===== src/rtl/uart_tx_fifo.sv =====
// -----------------------------------------------------------------------------
// uart_tx_fifo
//
// UART transmitter with an input FIFO. Characters are written through a
// valid/ready handshake into a FIFO. The FIFO feeds a serialiser that emits
// start bit, 5..8 data bits (LSB first), an optional parity bit and one or two
// stop bits. The bit period is baud_div+1 clocks.
//
// Character format and divisor are sampled when a character is popped. A
// frame in flight is therefore unaffected by later changes to these inputs.
//
// Build option:
//   UART_TX_PARITY_EN  defined   -> PARITY state present; par_en/par_odd honoured
//                      undefined -> no parity support; par_en/par_odd ignored
//
// Parameters:
//   DIV_W       divisor width in bits
//   FIFO_DEPTH  number of FIFO entries (power of two, >= 2)
//
// Ports:
//   clock       system clock
//   resetn      asynchronous active-low reset
//   uart_en     block enable; dropping it mid-frame aborts the frame
//   baud_div    bit period minus one, in clocks
//   data_len    data bits: 00=5, 01=6, 10=7, 11=8
//   par_en      parity bit enable
//   par_odd     1 = odd parity, 0 = even parity
//   stop2       1 = two stop bits
//   in_valid    write request
//   in_ready    write accepted when high (= !fifo_full)
//   in_data     character to send
//   TX          serial output, idles high
//   tx_busy     serialiser is not idle
//   tx_done     one-cycle pulse when the last stop bit completes
//   fifo_full   FIFO full flag
//   fifo_empty  FIFO empty flag
//   fifo_level  FIFO occupancy
// -----------------------------------------------------------------------------
module uart_tx_fifo #(
    parameter int DIV_W      = 16,
    parameter int FIFO_DEPTH = 8
) (
    input  logic                          clock,
    input  logic                          resetn,
    input  logic                          uart_en,
    input  logic [DIV_W-1:0]              baud_div,
    input  logic [1:0]                    data_len,
    input  logic                          par_en,
    input  logic                          par_odd,
    input  logic                          stop2,
    input  logic                          in_valid,
    output logic                          in_ready,
    input  logic [7:0]                    in_data,
    output logic                          TX,
    output logic                          tx_busy,
    output logic                          tx_done,
    output logic                          fifo_full,
    output logic                          fifo_empty,
    output logic [$clog2(FIFO_DEPTH):0]   fifo_level
);

    localparam int AW = $clog2(FIFO_DEPTH);
    localparam int LW = AW + 1;

`ifdef UART_TX_PARITY_EN
    typedef enum logic [2:0] {
        IDLE   = 3'd0,
        START  = 3'd1,
        DATA   = 3'd2,
        PARITY = 3'd3,
        STOP   = 3'd4
    } state_t;
`else
    typedef enum logic [2:0] {
        IDLE   = 3'd0,
        START  = 3'd1,
        DATA   = 3'd2,
        STOP   = 3'd4
    } state_t;
`endif

    state_t state;

    // -------------------------------------------------------------------------
    // FIFO
    // -------------------------------------------------------------------------
    logic [7:0]    mem [FIFO_DEPTH];
    logic [AW-1:0] wr_ptr;
    logic [AW-1:0] rd_ptr;
    logic [LW-1:0] level_nxt;
    logic [7:0]    head;
    logic          push;
    logic          pop;

    assign in_ready = ~fifo_full;
    assign push     = in_valid && in_ready;
    // The only pop point is the IDLE->START transition.
    assign pop      = (state == IDLE) && uart_en && !fifo_empty;
    assign head     = mem[rd_ptr];

    always_comb begin
        level_nxt = fifo_level;
        case ({push, pop})
            2'b10:   level_nxt = fifo_level + LW'(1);
            2'b01:   level_nxt = fifo_level - LW'(1);
            default: level_nxt = fifo_level;
        endcase
    end

    // Storage carries no reset; only the pointers and flags do.
    always_ff @(posedge clock) begin
        if (push) begin
            mem[wr_ptr] <= in_data;
        end
    end

    // Pointers are AW bits wide, so incrementing wraps modulo FIFO_DEPTH.
    always_ff @(posedge clock or negedge resetn) begin
        if (!resetn) begin
            wr_ptr     <= '0;
            rd_ptr     <= '0;
            fifo_level <= '0;
            fifo_full  <= 1'b0;
            fifo_empty <= 1'b1;
        end else begin
            if (push) begin
                wr_ptr <= wr_ptr + 1'b1;
            end
            if (pop) begin
                rd_ptr <= rd_ptr + 1'b1;
            end
            fifo_level <= level_nxt;
            fifo_full  <= (level_nxt == LW'(FIFO_DEPTH));
            fifo_empty <= (level_nxt == '0);
        end
    end

    // -------------------------------------------------------------------------
    // Serialiser
    // -------------------------------------------------------------------------
    logic [DIV_W-1:0] baud_cnt;
    logic [DIV_W-1:0] div_l;
    logic [1:0]       len_l;
    logic             stop2_l;
    logic [2:0]       bit_cnt;
    logic             stop_cnt;
    logic [7:0]       shreg;
    logic             tx_q;
    logic             tick;
    logic             last_bit;

    // A bit period ends when the counter reaches the latched divisor.
    assign tick     = (state != IDLE) && (baud_cnt == div_l);
    // Index of the final data bit: data_len + 4 (5..8 bits).
    assign last_bit = (bit_cnt == ({1'b0, len_l} + 3'd4));
    assign TX       = tx_q;
    assign tx_busy  = (state != IDLE);

`ifdef UART_TX_PARITY_EN
    logic par_en_l;
    logic par_l;

    // Parity over the transmitted data bits only; bits above the character
    // length are masked off.
    function automatic logic calc_parity(input logic [7:0] d,
                                         input logic [1:0] len,
                                         input logic       odd);
        logic [7:0] mask;
        case (len)
            2'b00:   mask = 8'h1F;
            2'b01:   mask = 8'h3F;
            2'b10:   mask = 8'h7F;
            default: mask = 8'hFF;
        endcase
        return (^(d & mask)) ^ odd;
    endfunction
`else
    logic unused_par_cfg;
    assign unused_par_cfg = par_en ^ par_odd;
`endif

    // Shift register and computed parity are pure data; loaded on the pop.
    always_ff @(posedge clock) begin
        if (pop) begin
            shreg <= head;
`ifdef UART_TX_PARITY_EN
            par_l <= calc_parity(head, data_len, par_odd);
`endif
        end else if ((state == DATA) && tick && !last_bit) begin
            shreg <= {1'b0, shreg[7:1]};
        end
    end

    // TX is registered from the next state, so it changes on the same edge
    // as the state register.
    always_ff @(posedge clock or negedge resetn) begin
        if (!resetn) begin
            state    <= IDLE;
            baud_cnt <= '0;
            div_l    <= '0;
            len_l    <= 2'b00;
            stop2_l  <= 1'b0;
            bit_cnt  <= 3'd0;
            stop_cnt <= 1'b0;
            tx_q     <= 1'b1;
            tx_done  <= 1'b0;
`ifdef UART_TX_PARITY_EN
            par_en_l <= 1'b0;
`endif
        end else begin
            tx_done <= 1'b0;
            if ((state != IDLE) && !uart_en) begin
                // Abort: the popped character is dropped, no done pulse.
                state    <= IDLE;
                tx_q     <= 1'b1;
                baud_cnt <= '0;
            end else begin
                if ((state == IDLE) || tick) begin
                    baud_cnt <= '0;
                end else begin
                    baud_cnt <= baud_cnt + 1'b1;
                end

                case (state)
                    IDLE: begin
                        if (pop) begin
                            state    <= START;
                            tx_q     <= 1'b0;
                            div_l    <= baud_div;
                            len_l    <= data_len;
                            stop2_l  <= stop2;
                            bit_cnt  <= 3'd0;
                            stop_cnt <= 1'b0;
`ifdef UART_TX_PARITY_EN
                            par_en_l <= par_en;
`endif
                        end
                    end

                    START: begin
                        if (tick) begin
                            state <= DATA;
                            tx_q  <= shreg[0];
                        end
                    end

                    DATA: begin
                        if (tick) begin
                            if (last_bit) begin
`ifdef UART_TX_PARITY_EN
                                if (par_en_l) begin
                                    state <= PARITY;
                                    tx_q  <= par_l;
                                end else begin
                                    state <= STOP;
                                    tx_q  <= 1'b1;
                                end
`else
                                state <= STOP;
                                tx_q  <= 1'b1;
`endif
                            end else begin
                                // shreg shifts on this same edge, so the
                                // next bit is bit 1 of the current value.
                                bit_cnt <= bit_cnt + 3'd1;
                                tx_q    <= shreg[1];
                            end
                        end
                    end

`ifdef UART_TX_PARITY_EN
                    PARITY: begin
                        if (tick) begin
                            state <= STOP;
                            tx_q  <= 1'b1;
                        end
                    end
`endif

                    STOP: begin
                        if (tick) begin
                            if (stop2_l && !stop_cnt) begin
                                stop_cnt <= 1'b1;
                            end else begin
                                state   <= IDLE;
                                tx_done <= 1'b1;
                            end
                        end
                    end

                    default: begin
                        state <= IDLE;
                        tx_q  <= 1'b1;
                    end
                endcase
            end
        end
    end

endmodule

===== config.mk =====
export PLATFORM = sky130hd
export DESIGN_NAME = uart_tx_fifo
export DESIGN_NICKNAME = d
export VERILOG_FILES = /design/src/rtl/uart_tx_fifo.sv
export SDC_FILE = /design/constraint.sdc
export NUM_CORES = 1
export LEC_CHECK = 0
export ABC_AREA = 1
export BUFFER_PORTS_ARGS = -buffer_cell sky130_fd_sc_hd__buf_2
export CAP_MARGIN = 20
export CELL_PAD_IN_SITES_DETAIL_PLACEMENT = 1
export CELL_PAD_IN_SITES_GLOBAL_PLACEMENT = 1
export CORE_MARGIN = 2
export CORE_UTILIZATION = 45
export CTS_CLUSTER_SIZE = 20
export DETAILED_ROUTE_END_ITERATION = 8
export PLACE_DENSITY_LB_ADDON = 0.3
export SLEW_MARGIN = 20
export SYNTH_ARGS = -nofsm -noshare
export SYNTH_HDL_FRONTEND = slang
export SYNTH_SLANG_ARGS = --single-unit

===== constraint.sdc =====
create_clock -name clock -period 2.8 [get_ports clock]
set_clock_uncertainty 0.15 [all_clocks]
set_input_delay 0.14 -clock clock [delete_from_list [all_inputs] [get_ports clock]]
set_output_delay 0.14 -clock clock [all_outputs]
set_load 0.01 [all_outputs]

# After elaboration in Yosys (flattened, before gate mapping)
# Memory sizes are Yosys's and may differ from the RTL's.
# Cells that the tools add are included.
totals:
  ff_bits: 64
  ramBits: 64
  n_memories: 1
mem_list:
  columns: ["memory", "depth", "word_bits", "rd", "rd_ports_with_merged_regs", "write_ports", "line_no", "source"]
  rows:
  - ["mem", 8, 8, 1, 0, 1, "87", "logic [7:0] mem [FIFO_DEPTH];"]
op_classes:
  eq_ne: 20
  n_mux: 32
  reduce_logical: 24
  n_addsub: 7
  bitwise: 2
ops:
  columns: ["op", "n"]
  rows:
  - ["16-bit 2-to-1 mux", 2]
  - ["3-bit 2-to-1 mux", 10]
  - ["16-bit by 1-bit adder with 16-bit output, second input constant", 1]
  - ["16-bit equality test", 1]
  - ["8-bit 2-to-1 mux", 2]
  - ["1-bit 2-to-1 mux", 13]
  - ["2-bit != test, second input constant", 6]
  - ["3-bit one-hot mux with 4 select lines", 1]
  - ["5-bit AND reduction", 2]
  - ["3-bit by 1-bit adder with 3-bit output, second input constant", 3]
  - ["3-bit by 2-bit != test with 1-bit output, second input constant", 3]
  - ["3-bit != test, second input constant", 3]
  - ["1-bit logical AND", 8]
  - ["4-bit one-hot mux with 2 select lines", 1]
  - ["3-bit one-hot mux with 2 select lines", 1]
  - ["6-bit AND reduction", 1]
  - ["2-bit nonzero test", 3]
  - ["4-bit by 1-bit adder with 4-bit output, second input constant", 1]
  - ["4-bit equality test, second input constant", 1]
  - ["1-bit logical NOT", 4]
  - ["4-bit logical NOT", 1]
  - ["1-bit one-hot mux with 4 select lines", 1]
  - ["4-bit AND reduction", 1]
  - ["4-bit by 1-bit subtractor with 4-bit output, second input constant", 1]
  - ["other kinds (13)", 14]

# Depth between registers and ports, before layout
logic_depth:
  ltp_word: 6
  depth_mapped: 14
  depth_no_buf: 13

# Least setup slack after synthesis
# Ideal clock, no wire load.
synth_timing:
  path_kind: "flip-flop to flip-flop"
  startpoint: "reg state[2]"
  endpoint: "reg fifo_empty"
  required_time_ps: 2583
  path_stages_with_launch: 15
  path_slack_ps: 285
  synth_period_minus_slack_ps: 2515
  setup_ps: 67
  arrival_time_ps: 2298
  path_cell_list: "dfrtp_1 nor2_2 nand2_2 nor3_4 buf_2 ha_1 xor2_1 ha_1 a21oi_1 xor2_1 nand2_1 o21ai_0 nor2_1 nand2_1 nor2_1"
synth_between:
  elab_chain_cells: 6
  elab_cells_between_ends: 7
  classes_between: "eq/ne: 2; mux: 1; reduce/logical: 4"
synth_lines:
  columns: ["item", "line_no", "source"]
  rows:
  - ["start: declaration", "82", "state_t state;"]
  - ["start signal: assignment", "198", "state <= IDLE;"]
  - ["start signal: assignment", "214", "state <= IDLE;"]
  - ["start signal: assignment", "227", "state <= START;"]
  - ["3-bit logical NOT *", "98", "assign pop = (state == IDLE) && uart_en && !fifo_empty;"]
  - ["1-bit logical AND * (2 in series)", "98", null]
  - ["2-bit by 1-bit equality test with 1-bit output or 2-bit equality test (tied branches)", "103", "case ({push, pop})"]
  - ["4-bit one-hot mux with 2 select lines *", "103", null]
  - ["net level_nxt[2]", "90", "logic [LW-1:0] level_nxt;"]
  - ["4-bit logical NOT *", "134", "fifo_empty <= (level_nxt == '0);"]
  - ["end signal: assignment", "134", null]
  - ["end: declaration", "58", "output logic fifo_empty,"]
# Mark *: on every way through the listed nets, which the timed path passes. The rest lies on a longest branch.
# A chain may end at the register's enable or synchronous reset.

# Worst setup path after layout
# Ends and elaborated chain as after synthesis.

==> flow_summary_export.csv <==
group,metric,value,unit
setup_path,critical-path-top-delay-family,"simple AND/OR/NAND/NOR gates",
cells_and_area,fin_cells,869,
placement,place_hpwl,9700,µm
clocking,cts_root_buffer,"clkbuf_16",
detailed_routing,wl_per_cell,18.3,µm
setup_path,cp.required,3.00,ns
yosys,synth_warnings,0,
setup_path,crit_type,"reg -> reg",
sta,report.final.slew_viol_count,0,
yosys,synth_top_area_share,0.377,
grt,grt_overflow,0,
power_and_ir_drop,vdd_ir_drop_max,0.536,mV
sta,finalSetupViolCount,0,
grt,grt_pass1_wl,24500,µm
yosys,synth_fp_nets,634,
setup_path,r2r-start,"state[2]",
clocking,path_clk_slew,0.06,ns
setup_path,crit_start,"state[2]",
sta,fin_crit_sh,0.949,
clocking,cts_tree,"yes",
setup_path,crit_path_max_fanout,6,
placement,placed_area,6210,µm²
detailed_routing,drc,0,
detailed_routing,routed_wl,15900,µm
detailed_routing,drtPass1Iterations,4,
setup_path,setup.worst_path.start_class,"register",
detailed_routing,drtAntennaViolNets,0,
clocking,cts.path.max_buffers,2,
setup_path,crit_arrival,2.86,ns
placement,portBuffers,40,
grt,gr-usage-all-layers,0.243,
setup_path,critPathBufInv,0,
detailed_routing,num_vias,4584,
clocking,cts_max_level,4,
detailed_routing,vias_per_cell,5.28,
grt,first_global_vias,4895,
cells_and_area,fin_nets,724,
yosys,ys_seq_elements,128,
yosys,synthCells,594,
setup_path,slowest_stage,"dfrtp_1",
cells_and_area,diodes,0,
grt,antenna_found_initial,0,
floorplan,die_y,117,µm
yosys,postSynthAreaPerCell,9.66,µm²
yosys,synth_cell_types,34,
sta,fmax,0.376,GHz
power_and_ir_drop,p_total,7770,µW
clocking,numCtsBuffers,17,
yosys,yosys.area.top_type,"edfxtp_1",
min_path,hold_class,"in -> reg",
clocking,cts_sinks,128,
yosys,seq_area_frac_synth,0.622,
power_and_ir_drop,p_leak,0.00306,µW
sta,hold_violations,0,
setup_path,rrSetupSlack,0.14,ns
setup_path,worstPathCellList,"nor2_4 -> nand2_4 -> nor3_4 -> ha_2 -> xor2_2 -> ha_1 -> a21oi_1 -> xor2_1 -> nand2_1 -> o21ai_0 -> nor2_1 -> nand2_1 -> nor2_1",
cells_and_area,fill_cells,1443,
yosys,synth.most_common_cell,"nand2_1",
detailed_routing,drt_iter0_markers,276,
floorplan,initial_core_util,0.458,
min_path,min-delay-start,"uart_en",
sta,worst_slew_pin_slew,0.601,ns
clocking,clock_latency,0.42,ns
cells_and_area,drive_gt1_frac,0.156,
setup_path,max_stage_delay,0.45,ns
yosys,synth-async-reset-ratio,0.438,
cells_and_area,syn_to_final_growth,26.2,%
yosys,synth_flop_cell,"edfxtp_1",
job,max-cap-violations,0,
outcome,outcome,"complete, no violations",
floorplan,core,12500,µm²
yosys,synthTopCellsByCount,"150 x nand2_1, 87 x nor2_1, 72 x edfxtp_1, 56 x inv_1, 56 x o21ai_0",
floorplan,die_area,13700,µm²
power_and_ir_drop,p_per_area,1070,nW/µm²
yosys,netlist_top_cells_area,"edfxtp_1 38%, dfrtp_1 24%, nand2_1 9.8%",
setup_path,endpoint_kind,"register",
floorplan,die_w,117,µm
cells_and_area,final_util,0.578,
grt,grt_max_degree,54,
sta,max_slew_margin,0.598,
floorplan,rows,41,
placement,place.gp.congestion,0.797,
sta,fin_crit,2.66,ns
floorplan,io_pins,43,
cells_and_area,stdcell_area,7240,µm²
yosys,syn_area,5740,µm²
yosys,synth-edff-count,72,
placement,dp_cells,805,
## placed cells by master, fill, tap and decap left out, drive strengths merged, types with 10 or more instances in the layout
cell / instances
nand2: 152
nor2: 90
edfxtp: 72
o21ai: 64
inv: 62
buf: 55
dfrtp: 54
dlygate4sd3: 29
clkbuf: 19
nand3: 17
o221ai: 11
nor3: 10
clkinv: 10
## stage by stage
stage | setup WS, ns | hold slack (ns) | setup TNS, ns
final | 0.142 | 0.0474 | 0
after CTS | 0.0797 | 0.0177 | 0
after detailed placement | 0.146 | -0.0295 | 0
after global routing | -0.0418 | 0.0624 | -0.0763
after floorplan | 0.285 | -0.306 | 0
after global placement | 0.356 | -0.0323 | 0
## flip-flops by register name, indices dropped and copies added, names as in the netlist
register / count
mem: 64
baud_cnt: 16
div_l: 16
shreg: 8
fifo_level: 4
bit_cnt: 3
rd_ptr: 3
state: 3
wr_ptr: 3
len_l: 2
TX: 1
fifo_empty: 1
fifo_full: 1
stop2_l: 1
stop_cnt: 1
tx_done: 1
## cell type report
| cell class | count | area, µm² | area share |
|---|---|---|---|
| tap | 172 | 215 | 0.0297 |
| sequential | 128 | 3570 | 0.493 |
| clock buffer | 17 | 425 | 0.0588 |
| inverter | 62 | 233 | 0.0322 |
| clock inverter | 15 | 216 | 0.0299 |
| timing repair buffer | 86 | 673 | 0.0930 |
| multi-input combinational | 389 | 1910 | 0.264 |
## power by group
group | leakage [µW] | switching [µW] | total [µW] | internal, µW
clock network | 0.000313 | 846 | 2420 | 1570
registers | 0.00137 | 289 | 2770 | 2480
logic | 0.00137 | 1680 | 2580 | 897
## per-layer routing
metal	wire, µm	share of wire	global-route usage	up-vias
li1	-	-	-	2145
met1	6510	0.41	0.286	2289
met2	8270	0.52	0.424	115
met3	786	0.049	0.0664	35
met4	342	0.021	0.0996	0
met5	0	0	0	-
## kinds of logic (layout without fill, tap and decap cells)
| group | Yosys count | in the layout | share of synthesized area |
|---|---|---|---|
| buffers and inverters | 77 | 180 | 0.0510 |
| XOR/XNOR | 13 | 13 | 0.0199 |
| AND/OR/NAND/NOR | 277 | 277 | 0.201 |
| AO/OA/AOI/OAI | 92 | 92 | 0.0910 |
| flip-flops | 128 | 128 | 0.622 |
| adder cells (fa/ha/maj) | 7 | 7 | 0.0153 |
## worst register-to-register path, stage by stage, from the launching register on
cell     delay [ns]
dfrtp_1        0.45
nor2_4         0.17
nand2_4        0.10
nor3_4         0.25
ha_2           0.28
xor2_2         0.23
ha_1           0.19
a21oi_1        0.06
xor2_1         0.20
nand2_1        0.08
o21ai_0        0.10
nor2_1         0.11
nand2_1        0.08
nor2_1         0.13
## timing repair
action                                  in CTS  in global routing
hold buffers                                29                  0
endpoints found under the setup margin       0                  2
endpoints found under the hold margin      103                  0
buffers inserted                             0                  1
gates resized for setup                      0                  7
## path summary, 6_finish.rpt
kind,endpoint,depth (start not counted)
max,fifo_empty,13
min,state[1],4
max reg2reg,fifo_empty,13
min reg2reg,TX,2
max in group asynchronous,fifo_empty,3
min in group asynchronous,div_l[12],2
Note: power is estimated with default switching activity, not from simulation.
